## src/rtl/inv_check_pkg.sv

```systemverilog
// Shared types and helpers for the inverse-by-negation signed-greater sweep checker.
package inv_check_pkg;

  typedef enum logic [1:0] {
    ST_IDLE  = 2'd0,
    ST_SWEEP = 2'd1,
    ST_DONE  = 2'd2
  } state_t;

  // Largest positive signed value of a w-bit vector; it has no strictly greater signed value.
  function automatic int unsigned smax(input int unsigned w);
    return (32'd1 << (w - 1)) - 32'd1;
  endfunction

  function automatic logic sgt(input logic signed [31:0] a, input logic signed [31:0] b);
    return a > b;
  endfunction

endpackage

```

## src/rtl/bvneg_sgt_eval.sv

```systemverilog
// Combinational check: ok when -x (two's complement) is signed-greater than t, or t is SMAX.
module bvneg_sgt_eval
  import inv_check_pkg::*;
#(
  parameter int WIDTH = 4
) (
  input  logic [WIDTH-1:0] i_t,
  input  logic [WIDTH-1:0] i_x,
  output logic             o_ok
);

  logic [WIDTH-1:0]  w_neg;
  logic signed [31:0] w_neg_ext;
  logic signed [31:0] w_t_ext;
  logic              w_is_smax;

  assign w_neg     = ~i_x + {{(WIDTH-1){1'b0}}, 1'b1};
  assign w_neg_ext = {{(32-WIDTH){w_neg[WIDTH-1]}}, w_neg};
  assign w_t_ext   = {{(32-WIDTH){i_t[WIDTH-1]}}, i_t};
  assign w_is_smax = (i_t == WIDTH'(smax(WIDTH)));
  assign o_ok      = sgt(w_neg_ext, w_t_ext) || w_is_smax;

endmodule

```

## config.mk

```make
export PLATFORM = sky130hd
export DESIGN_NAME = bvneg_sgt_eval
export DESIGN_NICKNAME = d
export VERILOG_FILES = /design/src/rtl/inv_check_pkg.sv /design/src/rtl/bvneg_sgt_eval.sv
export SDC_FILE = /design/constraint.sdc
export NUM_CORES = 1
export LEC_CHECK = 0
export CORE_AREA = 2 2 39 41
export DETAILED_ROUTE_END_ITERATION = 8
export DIE_AREA = 0 0 41 43
export GPL_ROUTABILITY_DRIVEN = 0
export GPL_TIMING_DRIVEN = 0
export SLEW_MARGIN = 20
export SYNTH_ARGS = -nofsm -noshare
export SYNTH_HDL_FRONTEND = slang
export SYNTH_SLANG_ARGS = --single-unit
```

## constraint.sdc

```tcl
create_clock -name vclk -period 2.1
set_input_delay 0.42 -clock vclk [all_inputs]
set_output_delay 0.42 -clock vclk [all_outputs]
set_load 0.02 [all_outputs]
```

==> flow_metrics.env, run 1 <==
export IMPL_pre_cts_ws_ps=-935
export IMPL_antenna_cells=0
export IMPL_seqPwrFrac_pct=0
export IMPL_worstPathArrival_ps=1650
export IMPL_worstMarginPinSlew_ps=205
export IMPL_crit_chain="buf_8 -> buf_6 -> nor3_4 -> xnor2_1 -> ha_2 -> o32ai_2 -> a31o_1 -> buf_6"
export IMPL_cp_required_ps=1680
export IMPL_yosysWarnings=0
export IMPL_io_buffer_count=9
export IMPL_start_util_pct=10.9
export IMPL_p_leak_nw=0.153
export IMPL_finalHoldViolCount=0
export IMPL_die_y_um=43
export IMPL_clkPwrFrac_pct=0
export IMPL_drtIter0Drc=0
export IMPL_drive_above_1_share_pct=56.3
export IMPL_hp_class="input pin to output port"
export IMPL_dieArea_mm2=0.00176
export IMPL_avgSynthCellArea_um2=7.57
export IMPL_ant_nets=0
export IMPL_die_w_um=41
export IMPL_seq_area_um2=0
export IMPL_area_delta_synth_final_pct=139
export IMPL_synth_cells=20
export IMPL_cpPeakStageDelay_ps=310
export IMPL_antenna_found_initial=0
export IMPL_grt_pass1_wl_um=772
export IMPL_power_density_mw_per_mm2=271
export IMPL_drtPass1Iterations=1
export IMPL_place_area_um2=262
export IMPL_yosysUniqueCellTypes=10
export IMPL_peakVddDrop_mv=0.0516
export IMPL_fin_crit_sh_pct=98.7
export IMPL_swShare_pct=42.1
export IMPL_rsz0062_at_grt="true"
export IMPL_vias=182
export IMPL_path_class="input pin to output port"
export IMPL_clock_buffers=0
export IMPL_gr_total_overflow=0
export IMPL_outcome="finished clean"
export IMPL_setup_viol=0
export IMPL_dpl_hpwl_um=296
export IMPL_coreArea_mm2=0.00138
export IMPL_grt_total_usage_pct=5.89
export IMPL_crit_path_end_kind="output port"
export IMPL_synth_area_um2=151
export IMPL_drt_wirelength_per_cell_um=9.29
export IMPL_combPwrFrac_pct=100.0
export IMPL_fin_cells=48
export IMPL_start_kind="input pin"
export IMPL_fmaxAchievable_mhz=482
export IMPL_drv_slew=0
export IMPL_seq_cells=0
export IMPL_setup_tns_ps=0
export IMPL_fin_nets=47
export IMPL_ioPinCount=9
export IMPL_stdcell_area_um2=362
export IMPL_fillers=152
export IMPL_wirelength_um=446
export IMPL_total_power_w=0.0000980
export IMPL_cp_common_cell="buf_6"
export IMPL_min_period_ps=2070
export IMPL_grt_pass1_vias=212
export IMPL_grt_max_degree=3
export IMPL_max_cap_viol_count=0
export IMPL_drcViolationCount=0
export IMPL_max_slew_margin_pct=86.3
export IMPL_path_max_fanout=2
export IMPL_power_internal_w=0.0000568
export IMPL_worst_slack_ps=27.2
export IMPL_power_net_switching_w=0.0000413
export IMPL_dp_cells=45
export IMPL_yosysSeqAreaShare_pct=0
export IMPL_synth_nets=33
export IMPL_rows=14
export IMPL_slowest_stage="ha_2"
export IMPL_postCtsHoldBufs=0
export IMPL_vias_per_cell=3.79
metal layers:
layer / up-vias / GRT usage (%) / wire, µm
li1: 94 / - / -
met1: 86 / 5.06 / 149
met2: 2 / 13.4 / 283
met3: 0 / 0 / 13
met4: 0 / 0 / 0
met5: - / 0 / 0
Yosys cell counts:
master	number	area [µm²]
inv_1	5	18.8
nand2_1	2	7.51
nand3_1	1	5.00
ha_1	5	62.6
a211oi_2	1	12.5
o32ai_1	1	8.76
o21ai_1	1	5.00
xnor2_1	2	17.5
a31o_1	1	8.76
nor3_1	1	5.00
final timing paths:
| check | startpoint | to | slack, ps | depth (start not counted) |
|---|---|---|---|---|
| setup / recovery | i_x[0] | o_ok | 30 | 8 |
| hold / removal | i_t[3] | o_ok | 1480 | 4 |
cells by family (layout without fill, tap and decap cells):
| group | count (synthesis) | after routing | synth area share [%] |
|---|---|---|---|
| adder cells (fa/ha/maj) | 5 | 5 | 41.3 |
| buffers and inverters | 5 | 17 | 12.4 |
| AO/OA/AOI/OAI | 4 | 4 | 23.1 |
| AND/OR/NAND/NOR | 4 | 4 | 11.6 |
| XOR/XNOR | 2 | 2 | 11.6 |
timing repair:
action | CTS | global route
endpoints found under the setup margin | 1 | 1
gates resized for setup | 39 | 3
buffers inserted | 3 | 0
pin swaps | 8 | 8
worst max-delay path: cells and delay by family:
| family | cells | cell delay (ps) |
|---|---|---|
| buffers and inverters | 3 | 330 |
| adder cells (fa/ha/maj) | 1 | 310 |
| AO/OA/AOI/OAI | 2 | 280 |
| XOR/XNOR | 1 | 150 |
| AND/OR/NAND/NOR | 1 | 170 |
layout by cell type, fill, tap and decap left out, drive strengths merged:
cell type	n
a211oi	1
nand3	1
nor3	1
ha	5
o32ai	1
clkdlybuf4s50	1
inv	5
a31o	1
o21ai	1
dlygate4sd2	4
xnor2	2
nand2	2
buf	7
per-stage QoR:
stage                     hold slack (ps)  util, %
after floorplan                      1150        -
after global placement               2110     18.9
after detailed placement             2100     18.9
after CTS                            1480     25.9
after global routing                 1520     26.1
final                                1480     26.1
power groups by stage:
stage          clock network, W  registers (W)  logic (W)
2_1_floorplan                 0              0  0.0000380
3_3_place_gp                  0              0  0.0000671
3_5_place_dp                  0              0  0.0000682
4_1_cts                       0              0  0.0000951
5_1_grt                       0              0   0.000107
6_report                      0              0  0.0000980
area by class of cell:
cell class                 count  area (µm²)  share of cell area [%]
multi-input combinational     15         200                    55.4
timing repair buffer          12         118                    32.5
inverter                       5        23.8                    6.57
tap                           16        20.0                    5.54
Power figures use the tool's default switching activity.
==> run 2: changes to the inputs <==
- CORE_AREA: 2 2 39 41 -> 10 10 47 49
- DIE_AREA: 0 0 41 43 -> 0 0 57 59
- MAX_ROUTING_LAYER: default -> met4
- SLEW_MARGIN: 20 -> 10
==> flow_metrics.env, run 2 (synthesized netlist as in run 1, its figures left out) <==
export IMPL_outcome="finished clean"
export IMPL_gr_total_overflow=0
export IMPL_dieArea_mm2=0.00336
export IMPL_seqPwrFrac_pct=0
export IMPL_grt_pass1_vias=196
export IMPL_grt_pass1_wl_um=772
export IMPL_mostFrequentLayoutCell="dlygate4sd2_1"
export IMPL_worst_slack_ps=27.2
export IMPL_min_period_ps=2070
export IMPL_grt_max_degree=3
export IMPL_cp_startpoint="i_x[0]"
export IMPL_seq_area_um2=0
export IMPL_power_density_mw_per_mm2=260
export IMPL_drive_above_1_share_pct=51.6
export IMPL_max_slew_margin_pct=85.4
export IMPL_slowest_stage="ha_4"
export IMPL_power_internal_w=0.0000533
export IMPL_crit_chain="buf_8 -> inv_4 -> ha_4 -> xnor2_4 -> ha_4 -> a211oi_2 -> o21ai_1 -> a31o_1 -> buf_6"
export IMPL_cp_required_ps=1680
export IMPL_dpl_hpwl_um=396
export IMPL_start_kind="input pin"
export IMPL_path_max_fanout=2
export IMPL_die_y_um=59
export IMPL_drt_wirelength_per_cell_um=9.40
export IMPL_drcViolationCount=0
export IMPL_combPwrFrac_pct=100.0
export IMPL_worstMarginPinSlew_ps=218
export IMPL_cpPeakStageDelay_ps=220
export IMPL_cp_common_cell="ha_4"
export IMPL_swShare_pct=41.8
export IMPL_grt_total_usage_pct=2.66
export IMPL_start_util_pct=10.8
export IMPL_ant_nets=0
export IMPL_worstPathArrival_ps=1650
export IMPL_power_net_switching_w=0.0000383
export IMPL_wirelength_um=442
export IMPL_setup_viol=0
export IMPL_antenna_found_initial=0
export IMPL_path_class="input pin to output port"
export IMPL_fin_cells=47
export IMPL_drv_slew=0
export IMPL_rsz0062_at_grt="true"
export IMPL_fin_crit_sh_pct=98.7
export IMPL_drtIter0Drc=0
export IMPL_hold_path_startpoint="i_t[3]"
export IMPL_fmaxAchievable_mhz=482
export IMPL_finalHoldViolCount=0
export IMPL_die_w_um=57
export IMPL_dp_cells=45
export IMPL_clkPwrFrac_pct=0
export IMPL_p_leak_nw=0.159
export IMPL_seq_cells=0
export IMPL_drtPass1Iterations=1
export IMPL_clock_buffers=0
export IMPL_crit_path_end_kind="output port"
export IMPL_pre_cts_ws_ps=-963
export IMPL_max_cap_viol_count=0
export IMPL_coreArea_mm2=0.00140
export IMPL_fin_nets=46
export IMPL_vias_per_cell=3.85
export IMPL_area_delta_synth_final_pct=132
export IMPL_hp_class="input pin to output port"
export IMPL_rows=14
export IMPL_io_buffer_count=9
export IMPL_ioPinCount=9
export IMPL_antenna_cells=0
export IMPL_vias=181
export IMPL_total_power_w=0.0000916
export IMPL_postCtsHoldBufs=0
export IMPL_peakVddDrop_mv=0.0535
[run 2: cell count changes in the layout (fill, tap and decap cells not counted), sizes merged]
| cell | before | now |
|---|---|---|
| dlygate4sd2 | 4 | 3 |
| buf | 7 | 6 |
| dlymetal6s2s | 0 | 1 |
[run 2: worst paths after layout]
| path | to | slack (ps) | cells after the start |
|---|---|---|---|
| worst min-delay path | o_ok | 1340 | 4 |
| worst max-delay path | o_ok | 30 | 9 |
[run 2: final cells by class]
| class | count | area [µm²] |
|---|---|---|
| fillers | 167 | 1050 |
| inverters | 5 | 23.8 |
| multi-input cells | 15 | 198 |
| well taps | 16 | 20.0 |
| repair buffers | 11 | 110 |
[run 2: power groups by stage]
stage               Clock, W  Combinational (W)  Sequential, W
detailed placement         0          0.0000692              0
CTS                        0          0.0000930              0
global placement           0          0.0000674              0
global route               0           0.000101              0
floorplan                  0          0.0000380              0
finish                     0          0.0000916              0
[run 2: repair_timing]
| action | CTS | global route |
|---|---|---|
| pin swaps | 6 | 4 |
| setup buffers | 2 | 0 |
| resized for setup | 37 | 4 |
| endpoints found under the setup margin | 1 | 1 |
[run 2: routing by layer]
layer	wire [µm]	GRT usage, %
met1	137	2.36
met2	290	6.05
met3	15	0.215
met4	0	0
met5	0	-
[run 2: worst max-delay path: cells and delay by family]
kind / cells / cell delay, ps
xor gates and xnor gates: 1 / 140
adders and majority gates: 2 / 380
AOI/OAI and AO/OA: 3 / 460
buffers and inverters: 3 / 240
[run 2: metrics by stage]
stage / TNS (ps) / hold WS, ps / cell area [µm²] / utilization, %
finish: 0 / 1340 / 352 / 25.1
global route: -34.1 / 1390 / 352 / 25.1
CTS: -21.0 / 1530 / 349 / 24.9
detailed placement: -963 / 2110 / 262 / 18.7
global placement: -932 / 2120 / 262 / 18.7
floorplan: 0 / 1150 / 151 / -
==> run 3: changes to the inputs <==
- MAX_ROUTING_LAYER: met4 -> default
- PLACE_DENSITY: default -> 0.31
- SLEW_MARGIN: 10 -> default
==> flow_metrics.env, run 3 (synthesized netlist as in run 1, its figures left out) <==
export IMPL_cpPeakStageDelay_ps=220
export IMPL_fillers=163
export IMPL_gr_total_overflow=0
export IMPL_start_util_pct=10.8
export IMPL_dieArea_mm2=0.00336
export IMPL_max_slew_margin_pct=84.8
export IMPL_drv_slew=0
export IMPL_max_cap_viol_count=0
export IMPL_fin_crit_sh_pct=98.8
export IMPL_crit_path_end_kind="output port"
export IMPL_peakVddDrop_mv=0.0896
export IMPL_drive_above_1_share_pct=56.3
export IMPL_die_w_um=57
export IMPL_setup_viol=0
export IMPL_p_leak_nw=0.163
export IMPL_utilization_pct=26.0
export IMPL_wirelength_um=486
export IMPL_fmaxAchievable_mhz=482
export IMPL_slowest_stage="ha_4"
export IMPL_outcome="finished clean"
export IMPL_cp_common_cell="ha_4"
export IMPL_cp_top_family="compound AO/OA/AOI/OAI gates"
export IMPL_power_density_mw_per_mm2=261
export IMPL_vias_per_cell=3.71
export IMPL_worstPathArrival_ps=1650
export IMPL_combPwrFrac_pct=100.0
export IMPL_coreArea_mm2=0.00140
export IMPL_hp_class="input pin to output port"
export IMPL_critPathBufInv=3
export IMPL_path_max_fanout=2
export IMPL_swShare_pct=41.7
export IMPL_worst_slack_ps=25.1
export IMPL_crit_chain="buf_8 -> inv_6 -> ha_4 -> xnor2_4 -> ha_4 -> a211oi_2 -> o21ai_1 -> a31o_1 -> buf_6"
export IMPL_finalHoldViolCount=0
export IMPL_drcViolationCount=0
export IMPL_grt_pass1_vias=187
export IMPL_antenna_found_initial=0
export IMPL_cp_required_ps=1680
export IMPL_path_class="input pin to output port"
export IMPL_min_period_ps=2070
export IMPL_ant_nets=0
export IMPL_seq_cells=0
export IMPL_clock_buffers=0
export IMPL_clkPwrFrac_pct=0
export IMPL_power_internal_w=0.0000554
export IMPL_vias=178
export IMPL_seq_area_um2=0
export IMPL_multi_input_area_um2=200
export IMPL_dpl_hpwl_um=369
export IMPL_die_y_um=59
export IMPL_fin_nets=47
export IMPL_grt_pass1_wl_um=828
export IMPL_rows=14
export IMPL_rsz0062_at_grt="true"
export IMPL_seqPwrFrac_pct=0
export IMPL_power_net_switching_w=0.0000397
export IMPL_area_delta_synth_final_pct=140
export IMPL_grt_total_usage_pct=2.84
export IMPL_final_cell_mix="3 x dlygate4sd2_1, 3 x buf_4"
export IMPL_start_kind="input pin"
export IMPL_drt_wirelength_per_cell_um=10.1
export IMPL_drtIter0Drc=0
export IMPL_grt_max_degree=3
export IMPL_worstMarginPinSlew_ps=227
export IMPL_drtPass1Iterations=1
export IMPL_io_buffer_count=9
export IMPL_ioPinCount=9
export IMPL_pre_cts_ws_ps=-947
export IMPL_antenna_cells=0
-- run 3: timing repair --
| item | 4_1_cts | 5_1_grt |
|---|---|---|
| hold buffers | 0 | 0 |
| setup buffers | 2 | 1 |
| pin swaps | 7 | 7 |
| gates resized for setup | 38 | 5 |
| endpoints found under the setup margin | 1 | 1 |
-- run 3: path summary, 6_finish.rpt --
kind	cells past startpoint	start	endpoint
worst min-delay path	4	i_t[3]	o_ok
worst max-delay path	9	i_x[0]	o_ok
-- run 3: power groups by stage --
stage	registers [W]	clock network (W)	logic [W]
detailed placement	0	0	0.0000677
CTS	0	0	0.0000924
finish	0	0	0.0000950
global route	0	0	0.000105
floorplan	0	0	0.0000380
global placement	0	0	0.0000688
-- run 3: layout make-up --
class | count | share of cell area, %
Inverter | 5 | 7.22
Timing Repair Buffer | 12 | 32.3
Tap cell | 16 | 5.50
Multi-Input combinational cell | 15 | 55.0
-- run 3: metal layers --
| metal | global-route usage, % | routed length (µm) |
|---|---|---|
| met3 | 0.858 | 36 |
| met4 | 0 | 0 |
| met1 | 3.88 | 210 |
| met2 | 4.50 | 240 |
| met5 | 0 | 0 |
-- run 3: metrics by stage --
| stage | total power [W] | cells | hold WS [ps] | area, µm² | TNS [ps] |
|---|---|---|---|---|---|
| floorplan | 0.0000380 | 20 | 1150 | 151 | 0 |
| global placement | 0.0000688 | 45 | 2130 | 262 | -954 |
| detailed placement | 0.0000677 | 45 | 2110 | 262 | -947 |
| CTS | 0.0000924 | 47 | 1530 | 352 | -7.39 |
| global route | 0.000105 | 48 | 1390 | 364 | -17.2 |
| finish | 0.0000950 | 48 | 1360 | 364 | 0 |
